$ cat src/rtl/pc_gen.sv
// Registered program-counter stage for the RV32I fetch path: sequential advance,
// branch/JAL/JALR and trap redirects, stall hold, and misaligned-target trapping.
module pc_gen #(
  parameter int              XLEN      = 32,
  parameter logic [XLEN-1:0] RESET_VEC = 32'h0000_0000,
  parameter logic [XLEN-1:0] TRAP_VEC  = 32'h0000_0100,
  parameter int              IALIGN    = 32,
  parameter int              STEP      = 4
) (
  input  logic            clk,
  input  logic            rst_n,
  input  logic            fetch_ready,
  input  logic            stall,
  input  logic            br_taken,
  input  logic            jalr,
  input  logic [XLEN-1:0] ex_pc,
  input  logic [XLEN-1:0] imm,
  input  logic [XLEN-1:0] rs1_data,
  input  logic            trap_req,
  output logic [XLEN-1:0] pc,
  output logic [XLEN-1:0] pc_plus,
  output logic            pc_valid,
  output logic            flush,
  output logic            misalign,
  output logic [XLEN-1:0] bad_addr
);

  typedef enum logic [1:0] {BOOT, RUN, TRAPW} state_t;

  state_t          state_q;
  logic [XLEN-1:0] pc_q;
  logic            pc_valid_q;
  logic            flush_q;
  logic            misalign_q;
  logic [XLEN-1:0] bad_addr_q;

  logic [XLEN-1:0] jalr_tgt_d;
  logic [XLEN-1:0] br_tgt_d;
  logic [XLEN-1:0] tgt_d;
  logic            redirect_d;
  logic            tgt_misaligned_d;

  // jalr has precedence over br_taken when both are raised.
  always_comb begin
    jalr_tgt_d       = (rs1_data + imm) & ~XLEN'(1);
    br_tgt_d         = ex_pc + imm;
    tgt_d            = jalr ? jalr_tgt_d : br_tgt_d;
    redirect_d       = jalr | br_taken;
    tgt_misaligned_d = (IALIGN == 16) ? tgt_d[0] : (tgt_d[1:0] != 2'b00);
  end

  always_ff @(posedge clk or negedge rst_n) begin
    if (!rst_n) begin
      state_q    <= BOOT;
      pc_q       <= RESET_VEC;
      pc_valid_q <= 1'b0;
      flush_q    <= 1'b0;
      misalign_q <= 1'b0;
      bad_addr_q <= '0;
    end else begin
      flush_q    <= 1'b0;
      misalign_q <= 1'b0;
      case (state_q)
        BOOT: begin
          state_q    <= RUN;
          pc_valid_q <= 1'b1;
        end
        RUN: begin
          if (trap_req) begin
            pc_q    <= TRAP_VEC;
            flush_q <= 1'b1;
          end else if (redirect_d) begin
            flush_q <= 1'b1;
            if (tgt_misaligned_d) begin
              misalign_q <= 1'b1;
              bad_addr_q <= tgt_d;
              pc_q       <= TRAP_VEC;
              pc_valid_q <= 1'b0;
              state_q    <= TRAPW;
            end else begin
              pc_q <= tgt_d;
            end
          end else if (!stall && fetch_ready) begin
            pc_q <= pc_q + XLEN'(STEP);
          end
        end
        TRAPW: begin
          // One idle fetch slot while vectoring; all requests are ignored here.
          state_q    <= RUN;
          pc_valid_q <= 1'b1;
        end
        default: begin
          state_q    <= BOOT;
          pc_valid_q <= 1'b0;
        end
      endcase
    end
  end

  assign pc       = pc_q;
  assign pc_plus  = pc_q + XLEN'(STEP);
  assign pc_valid = pc_valid_q;
  assign flush    = flush_q;
  assign misalign = misalign_q;
  assign bad_addr = bad_addr_q;

endmodule
$ cat config.mk
export PLATFORM = sky130hd
export DESIGN_NAME = pc_gen
export DESIGN_NICKNAME = d
export VERILOG_FILES = /design/src/rtl/pc_gen.sv
export SDC_FILE = /design/constraint.sdc
export NUM_CORES = 1
export LEC_CHECK = 0
export ABC_AREA = 0
export CAP_MARGIN = 25
export CORE_MARGIN = 3
export CORE_UTILIZATION = 50
export DETAILED_ROUTE_END_ITERATION = 6
export PLACE_DENSITY = 0.83
export SYNTH_ARGS = -nofsm -noshare
export SYNTH_HDL_FRONTEND = slang
export SYNTH_SLANG_ARGS = --single-unit
$ cat constraint.sdc
create_clock -name clk -period 2.4 [get_ports clk]
set_clock_uncertainty 0.05 [all_clocks]
set_input_delay 0.24 -clock clk [delete_from_list [all_inputs] [get_ports clk]]
set_output_delay 0.24 -clock clk [all_outputs]
set_load 0.1 [all_outputs]
==> flow_metrics.py, run 1 <==
metrics = {
    "synth": {
        "synth-seq-cells": 68,
        "synth_seq_area_share_pct": 23.57,
        "synthArstFlopShare_pct": 100.0,
        "synthTopCellsByArea": "dfrtp_1 (24%), ha_1 (11%), nand2_1 (6.0%)",
        "yosysTopAreaCell": "dfrtp_1",
        "synth_commonest_cells": "nand2_1 (115), a21oi_1 (84), nor2_1 (76), dfrtp_1 (68), o21ai_0 (64)",
        "avgSynthCellArea_sq_um": 7.829,
        "yosys.area.top_type_share_pct": 23.57,
        "yosys_warnings": 0,
        "synthesis.nets": 1089,
        "synth_edf_count": 0,
        "synthesis.area_sq_um": 7218,
        "synthCells": 922,
        "synth.most_common_cell": "nand2_1",
        "synth_ff_type": "dfrtp_1",
        "synth_cell_types": 88,
    },
    "clock_network": {
        "clockBufferDepth": 2,
        "numCtsBuffers": 9,
        "root_buffer": "clkbuf_16",
        "htree_levels": 3,
        "cts.sinks": 68,
    },
    "run_status": {
        "haltStage": "global routing (5_1_grt)",
        "status": "did not finish",
        "error": "[ERROR DPL-0038] Utilization greater than 100%, impossible to legalize",
    },
    "sta": {
        "worst_endpoint": "pc_plus[31]",
        "worst_endpoint_kind": "primary output",
    },
    "global_routing": {
        "grt_max_degree": 49,
    },
    "die": {
        "die_h_um": 126.2,
        "die_x_um": 126.2,
        "rows": 43,
        "io_pins": 202,
        "initial_core_util_pct": 51.60,
    },
    "place": {
        "hpwl_mm": 22.50,
        "place_inst": 1497,
        "gp_congestion": 0.9120,
        "port_buffers": 201,
    },
}
## metrics by stage
stage | hold slack (ps) | cell area, sq um | setup slack, ps
4_1_cts | 220.1 | 13260 | -191.0
3_5_place_dp | 148.2 | 11690 | -906.0
3_3_place_gp | 152.6 | 11690 | -802.6
2_1_floorplan | -105.6 | 7764 | -487.7
## logic make-up after synthesis
| family | share of synthesized area (%) |
|---|---|
| multiplexers | 1.473 |
| XOR/XNOR | 9.222 |
| adder cells (fa/ha/maj) | 11.30 |
| AO/OA/AOI/OAI | 28.22 |
| AND/OR/NAND/NOR | 22.52 |
| flip-flops | 23.57 |
| buffers and inverters | 3.692 |
## what timing repair did
item / CTS
setup endpoints to repair: 71
hold buffers: 1
resized for setup: 284
setup buffers: 52
pin swaps: 127
hold endpoints to repair: 16
cloned: 0
==> inputs of run 2 (changes only) <==
--- a/config.mk
+++ b/config.mk
@@ -8,9 +8,9 @@
 export ABC_AREA = 0
 export CAP_MARGIN = 25
 export CORE_MARGIN = 3
-export CORE_UTILIZATION = 50
+export CORE_UTILIZATION = 40
 export DETAILED_ROUTE_END_ITERATION = 6
-export PLACE_DENSITY = 0.83
+export PLACE_DENSITY_LB_ADDON = 0.15
 export SYNTH_ARGS = -nofsm -noshare
 export SYNTH_HDL_FRONTEND = slang
 export SYNTH_SLANG_ARGS = --single-unit
==> run 2 against run 1 <==
Compared with the run above: synthesized cell count is the same; the flow now finishes, with violations (negative setup slack); area after synthesis is the same.
==> flow_metrics.py, run 2 <==
metrics = {
    "run_status": {
        "status": "finished, violations left",
        "failed_checks": "negative setup slack",
    },
    "sta": {
        "tightest_slew_ps": 482.0,
        "layout_setup_ws_ps": -186.8,
        "setup_viol_count_final": 14,
        "rsz0062_at_grt": "yes",
        "maxSlewHeadroom_pct": 67.75,
        "period_share_pct": 107.8,
        "fmax_mhz": 386.6,
        "slew_violations": 0,
        "min_period_ps": 2587,
        "hold_violations": 0,
        "whs_ps": 247.7,
    },
    "place": {
        "port_buffers": 201,
        "gp_congestion": 0.9195,
        "post-place-ws_ps": -898.7,
        "hpwl_mm": 21.96,
    },
    "detailed_routing": {
        "vias_per_cell": 5.630,
        "drc_errors": 0,
        "ant_nets": 0,
        "wl_per_cell_um": 18.81,
        "drt_iter0_drc": 694,
        "vias": 9171,
        "first_pass_iters": 5,
        "drt_wl_total_mm": 30.64,
    },
    "global_routing": {
        "gr-total-overflow": 0,
        "grt.met1_usage_pct": 38.55,
        "grt_pass1_vias": 8943,
        "track_usage_pct": 28.02,
        "grt_max_degree": 69,
        "grt-busiest-layer": "met2",
        "grt_pass1_wl_mm": 45.44,
        "globalRouteMet3Util_pct": 3.312,
        "antenna_found_initial": 0,
        "met2_usage_pct": 46.90,
    },
    "pwr": {
        "power_mw": 10.87,
        "internal_power_mw": 4.915,
        "switching_power_mw": 5.956,
        "power_frac_comb_pct": 69.5,
        "cellLeakagePower_nw": 6.293,
        "p_per_area_nw_per_um2": 780.9,
        "vdd_drop_max_mv": 0.8016,
        "power_switching_share_pct": 54.79,
        "clkPwrFrac_pct": 13.5,
        "p_seq_share_pct": 17.1,
    },
    "synth": {
        "synth_ff_type": "dfrtp_1",
        "synth_commonest_cells": "nand2_1 (115), a21oi_1 (84), nor2_1 (76), dfrtp_1 (68), o21ai_0 (64)",
        "synthesis.area_sq_um": 7218,
        "avgSynthCellArea_sq_um": 7.829,
        "synth_edf_count": 0,
        "yosys.area.top_type_share_pct": 23.57,
        "yosys_warnings": 0,
        "synth_cell_types": 88,
        "synthTopCellsByArea": "dfrtp_1 (24%), ha_1 (11%), nand2_1 (6.0%)",
        "yosysTopAreaCell": "dfrtp_1",
        "synthesis.nets": 1089,
        "synthArstFlopShare_pct": 100.0,
        "synth.most_common_cell": "nand2_1",
        "synth-seq-cells": 68,
        "synthCells": 922,
        "synth_seq_area_share_pct": 23.57,
    },
    "finish": {
        "antennaDiodeCount": 0,
        "final_common_cell": "buf_4",
        "fin_nets": 1566,
        "area_growth_pct": 92.86,
        "drive_gt1_share_pct": 51.50,
        "final_cell_mix": "buf_4 (360), nand2_1 (105), nor2_1 (67)",
    },
    "critical_path": {
        "crit_path_max_incr_delay_ps": 450,
        "path_cells": "ha_4 > inv_2 > nor2_4 > nand4_1 > nor3_4 > nand4_1 > xnor2_4 > buf_12",
        "cpMostUsedCell": "nand4_1",
        "cp-start-kind": "flop",
        "slowest_stage": "dfrtp_4",
        "cp.arrival_ps": 2300,
        "path_class": "flop to output pin",
        "critPathMaxFanout": 4,
        "required_ps": 2110,
        "end_kind": "output pin",
    },
    "clock_network": {
        "numCtsBuffers": 9,
        "clockBufferDepth": 2,
        "clock_latency_ps": 330,
        "clk_transition_reported_paths_ps": 60,
        "cts.sinks": 68,
        "htree_levels": 3,
        "root_buffer": "clkbuf_16",
        "cts_tree": "yes",
    },
    "run": {
        "maxCapViolations": 0,
    },
    "die": {
        "die-area_sq_um": 19690,
        "die_x_um": 140.3,
        "rows": 48,
        "die_h_um": 140.3,
        "core_sq_um": 17480,
        "initial_core_util_pct": 41.30,
        "io_pins": 202,
    },
    "min_path": {
        "hold_class": "input port to flop",
    },
}
run 2: path summary, 6_finish.rpt:
kind | startpoint | to | slack (ps) | cells after the start
max in group asynchronous | rst_n | pc[11] | 1580 | 3
min in group asynchronous | rst_n | bad_addr[0] | 400 | 3
max | pc[2] | pc_plus[26] | -190 | 8
max reg2reg | pc[2] | pc[30] | -60 | 12
min reg2reg | bad_addr[27] | bad_addr[27] | 440 | 2
min | ex_pc[0] | bad_addr[0] | 250 | 4
run 2: per-layer routing:
| layer | wire length (um) | vias up | part of all wire (%) |
|---|---|---|---|
| li1 | - | 4307 | - |
| met1 | 12950 | 4363 | 42 |
| met2 | 14690 | 433 | 48 |
| met3 | 2160 | 68 | 7.1 |
| met4 | 837 | 0 | 2.7 |
| met5 | 0 | - | 0 |
run 2: kinds of logic (layout without fill, tap and decap cells):
kind of cell | Yosys count | after routing | share of synthesized area [%]
xor+xnor | 76 | 76 | 9.222
simple gates | 332 | 332 | 22.52
mux | 10 | 10 | 1.473
buf+inv | 64 | 546 | 3.692
compound gates | 308 | 308 | 28.22
fa+ha+maj | 64 | 64 | 11.30
flops | 68 | 68 | 23.57
run 2: layout make-up:
cell class / count / area [sq um]
clock buffer: 11 / 252.7
clock inverter: 5 / 83.83
fill: 1118 / 3556
inverter: 24 / 92.59
multi-input combinational: 790 / 7126
sequential: 68 / 1758
tap: 225 / 281.5
timing repair buffer: 506 / 4327
run 2: per-stage QoR:
step           cell area (sq um)  setup TNS (ps)  util, %  instances
2_1_floorplan               7764           -8420        -        922
3_3_place_gp               11930          -33850    68.28       1564
3_5_place_dp               11930          -35810    68.28       1564
4_1_cts                    13420           -1551    76.76       1623
5_1_grt                    13920           -3312    79.65       1629
6_report                   13920           -1357    79.65       1629
run 2: what timing repair did:
action / CTS / global route
hold buffers: 1 / 0
buffers inserted: 44 / 12
pin swaps: 119 / 95
endpoints found under the hold margin: 68 / 0
resized for setup: 312 / 133
setup endpoints to repair: 63 / 56
run 2: power groups by stage:
stage,sequential (mW),combinational [mW],clock (mW)
after global placement,1.87,6.86,0
final,1.86,7.55,1.46
after detailed placement,1.87,6.93,0
after CTS,1.86,7.27,1.47
after global routing,1.90,7.83,1.54
after floorplan,4.33,2.20,0
run 2: critical path: cells and delay by family, from the launching register on:
family	cells	cell delay, ps
flops	1	450
fa+ha+maj	1	160
buf+inv	2	240
xor+xnor	1	250
simple gates	4	870
Note: power is estimated with default switching activity, not from simulation.
==> inputs of run 3 (changes only) <==
--- a/config.mk
+++ b/config.mk
@@ -8,7 +8,7 @@
 export ABC_AREA = 0
 export CAP_MARGIN = 25
 export CORE_MARGIN = 3
-export CORE_UTILIZATION = 40
+export CORE_UTILIZATION = 50
 export DETAILED_ROUTE_END_ITERATION = 6
 export PLACE_DENSITY_LB_ADDON = 0.15
 export SYNTH_ARGS = -nofsm -noshare
==> run 3 against run 2 <==
Compared with the run above: the run now fails in global routing (5_1_grt); synthesized cell count unchanged; area after synthesis unchanged.
==> flow_metrics.py, run 3 <==
metrics = {
    "clock_network": {
        "cts.sinks": 68,
        "htree_levels": 3,
        "numCtsBuffers": 9,
        "root_buffer": "clkbuf_16",
        "clockBufferDepth": 2,
    },
    "place": {
        "hpwl_mm": 21.95,
        "port_buffers": 201,
        "gp_congestion": 0.9903,
    },
    "run_status": {
        "error": "[ERROR DPL-0038] Utilization greater than 100%, impossible to legalize",
        "haltStage": "global routing (5_1_grt)",
        "status": "did not finish",
    },
    "synth": {
        "synth-seq-cells": 68,
        "synthCells": 922,
        "synth_commonest_cells": "nand2_1 (115), a21oi_1 (84), nor2_1 (76), dfrtp_1 (68), o21ai_0 (64)",
        "yosys.area.top_type_share_pct": 23.57,
        "synth.most_common_cell": "nand2_1",
        "yosys_warnings": 0,
        "avgSynthCellArea_sq_um": 7.829,
        "synth_ff_type": "dfrtp_1",
        "synthArstFlopShare_pct": 100.0,
        "yosysTopAreaCell": "dfrtp_1",
        "synthTopCellsByArea": "dfrtp_1 (24%), ha_1 (11%), nand2_1 (6.0%)",
        "synth_seq_area_share_pct": 23.57,
        "synth_cell_types": 88,
        "synth_edf_count": 0,
        "synthesis.area_sq_um": 7218,
        "synthesis.nets": 1089,
    },
    "die": {
        "rows": 43,
        "die_h_um": 126.2,
        "io_pins": 202,
        "die_x_um": 126.2,
        "initial_core_util_pct": 51.60,
    },
    "sta": {
        "worst_endpoint": "pc_plus[25]",
        "worst_endpoint_kind": "primary output",
    },
    "global_routing": {
        "grt_max_degree": 30,
    },
}
==> run 3: per-stage QoR <==
stage | area (sq um) | utilization, % | hold slack [ps] | setup WS, ps | std cells
after floorplan | 7764 | - | -105.6 | -487.7 | 922
after global placement | 11610 | 83.02 | 161.2 | -747.2 | 1489
after detailed placement | 11610 | 83.02 | 159.7 | -885.3 | 1489
after CTS | 13480 | 96.36 | 229.3 | -196.7 | 1568
==> run 3: logic make-up after synthesis <==
logic type	share of synthesized area, %
DFF	23.57
buffers and inverters	3.692
adders and majority gates	11.30
AOI/OAI and AO/OA	28.22
and+or+nand+nor	22.52
xor gates and xnor gates	9.222
muxes	1.473
==> run 3: repair_timing <==
item / 4_1_cts
endpoints found under the hold margin: 15
buffers inserted: 65
gates cloned: 0
hold buffers: 1
pin swaps: 136
gates resized for setup: 368
endpoints found under the setup margin: 78
==> patch (config.mk and constraints of run 2) <==
Change the parameter `XLEN` from 32 to 36.
--- a/src/rtl/pc_gen.sv
+++ b/src/rtl/pc_gen.sv
@@ -1,7 +1,7 @@
 // Registered program-counter stage for the RV32I fetch path: sequential advance,
 // branch/JAL/JALR and trap redirects, stall hold, and misaligned-target trapping.
 module pc_gen #(
-  parameter int              XLEN      = 32,
+  parameter int              XLEN      = 36,
   parameter logic [XLEN-1:0] RESET_VEC = 32'h0000_0000,
   parameter logic [XLEN-1:0] TRAP_VEC  = 32'h0000_0100,
   parameter int              IALIGN    = 32,
Ports: changed (6 resized); port bits go from 202 to 226. No check against the original RTL was run, so the function may have changed too.
==> patch against run 2 <==
- the run still ends with setup timing left
- area after synthesis rose by 5.9%
- via count rose by 9.7%
- clock power fell by 5%
- sequential cell count rose by 8
- worst setup slack got worse by 0.22 ns
- routed wire length rose by 16%
- total power rose by 10%
- final cell count rose by 6.3%
- cell area rose by 11%
- maximum frequency fell by 7.8%
- utilization rose by 4.1 points
- largest cell class unchanged
==> patch: results (changes against run 2) <==
FILL cells=1013 (was 1118); worst-path fanout max=3 (was 4); number of global-route vias before repair=9680 (was 8943); Post-CTS Setup Repair Bufs=35 (was 44); WL final=35400 um (was 30600 um); largest net degree at the start of global routing=51 (was 69); Net count, final=1683 (was 1566); RR Endpoint=pc[31] (was pc[30]); Synth area leaders=dfrtp_1, ha_1, xnor2_1 (was dfrtp_1, ha_1, nand2_1); Leak=7.04 nW (was 6.29 nW); Avg WL per Cell=20.5 um (was 18.8 um); dpl hpwl=24100 um (was 22000 um); status=finished with violations (unchanged); post-synthesis xor/xnor area fraction=11.2% (was 9.22%); mux cell area share after synthesis=1.87% (was 1.47%); internal power=5.25 mW (was 4.92 mW); final worst slack=-0.406 ns (was -0.187 ns); Resized cells post-CTS=358 (was 312); ratio of cells with drive above 1 in the final layout=53.8% (was 51.5%); Worst VDD drop=0.699 mV (was 0.802 mV); crit path capture=pc_plus[35] (was pc_plus[26]); clk buf depth=2 (unchanged); sequential area share after synthesis=24.9% (was 23.6%); total track usage=29.8% (was 28.0%); Post-synth top cells=nand2_1, o21ai_0, a21oi_1, dfrtp_1, ha_1 (was nand2_1, a21oi_1, nor2_1, dfrtp_1, o21ai_0); drt initial violations=812 (was 694); violations in the final reports=setup timing (unchanged); Vias=10.1k (was 9171); routability cong.=0.949 (was 0.920); initial antenna violation count=1 (was 0); Place WS=-1.30 ns (was -0.899 ns); top_reg_cell synth=dfrtp_1 (unchanged); hold depth=4 (unchanged); Syn Area/Cell=8.01 um^2 (was 7.83 um^2); Post-Synth Adder-Cell Area=12.0% (was 11.3%); CP Launch Type=flip-flop (unchanged); Netlist cell types=69 (was 88); Port-buffer cells=225 (was 201); Placed Cells=1643 (was 1564); Critical Path AT=2.52 ns (was 2.30 ns); R2R Setup Slk=-0.20 ns (was -0.06 ns); # setup viols final=52 (was 14); slew margin rel.=61.2% (was 67.7%); reg-to-reg critical path startpoint=pc[5] (was pc[2]); Clock Latency Late Sink=0.35 ns (was 0.33 ns); Synth Area in Compound Gates=28.8% (was 28.2%); net count after synthesis=1141 (was 1089); first-pass GRT wire length=49500 um (was 45400 um)
patch: layout make-up:
cell class,count,area (um^2),share of cell area [%]
Antenna cell,1,2.50,0.0162
Clock buffer,10,239,1.55
Clock inverter,6,63.8,0.414
Inverter,22,82.6,0.536
Multi-Input combinational cell,815,7770,50.4
Sequential cell,76,1940,12.6
Tap cell,229,287,1.86
Timing Repair Buffer,572,5020,32.6
patch: routing by layer:
| layer | routed length, um | share of wire [%] | vias up | track usage [%] |
|---|---|---|---|---|
| met2 | 17200 | 48 | 519 | 49.4 |
| met4 | 1470 | 4.1 | 0 | 10.0 |
| met3 | 2250 | 6.3 | 120 | 2.78 |
| met5 | 0 | 0 | - | 0 |
| met1 | 14600 | 41 | 4826 | 41.0 |
| li1 | - | - | 4592 | - |
patch: worst max-delay path, stage by stage (launching register included):
cell and delay [ns]:
dfrtp_4 0.40, and3_4 0.20, and3_4 0.18, and2_4 0.14, and3_4 0.21, nand3b_1 0.22, buf_6 0.21, nor2_4 0.10
buf_6 0.13, xor2_4 0.16, buf_12 0.19
patch: power groups by stage:
stage               registers [mW]  logic (mW)  clock network [mW]
global placement              2.03        7.61                   0
floorplan                     4.79        2.40                   0
global route                  2.08        8.85                1.45
detailed placement            2.04        7.68                   0
CTS                           2.03        8.12                1.37
finish                        2.05        8.54                1.38
patch: per-stage QoR:
stage / hold WS [ns] / setup TNS (ns) / instance area (um^2) / power [mW]
3_3_place_gp: 0.127 / -58.28 / 12900 / 9.63
5_1_grt: 0.288 / -14.04 / 15400 / 12.4
6_report: 0.271 / -8.20 / 15400 / 12.0
3_5_place_dp: 0.128 / -61.77 / 12900 / 9.71
4_1_cts: 0.274 / -5.24 / 14600 / 11.5
2_1_floorplan: -0.106 / -18.94 / 8360 / 7.18
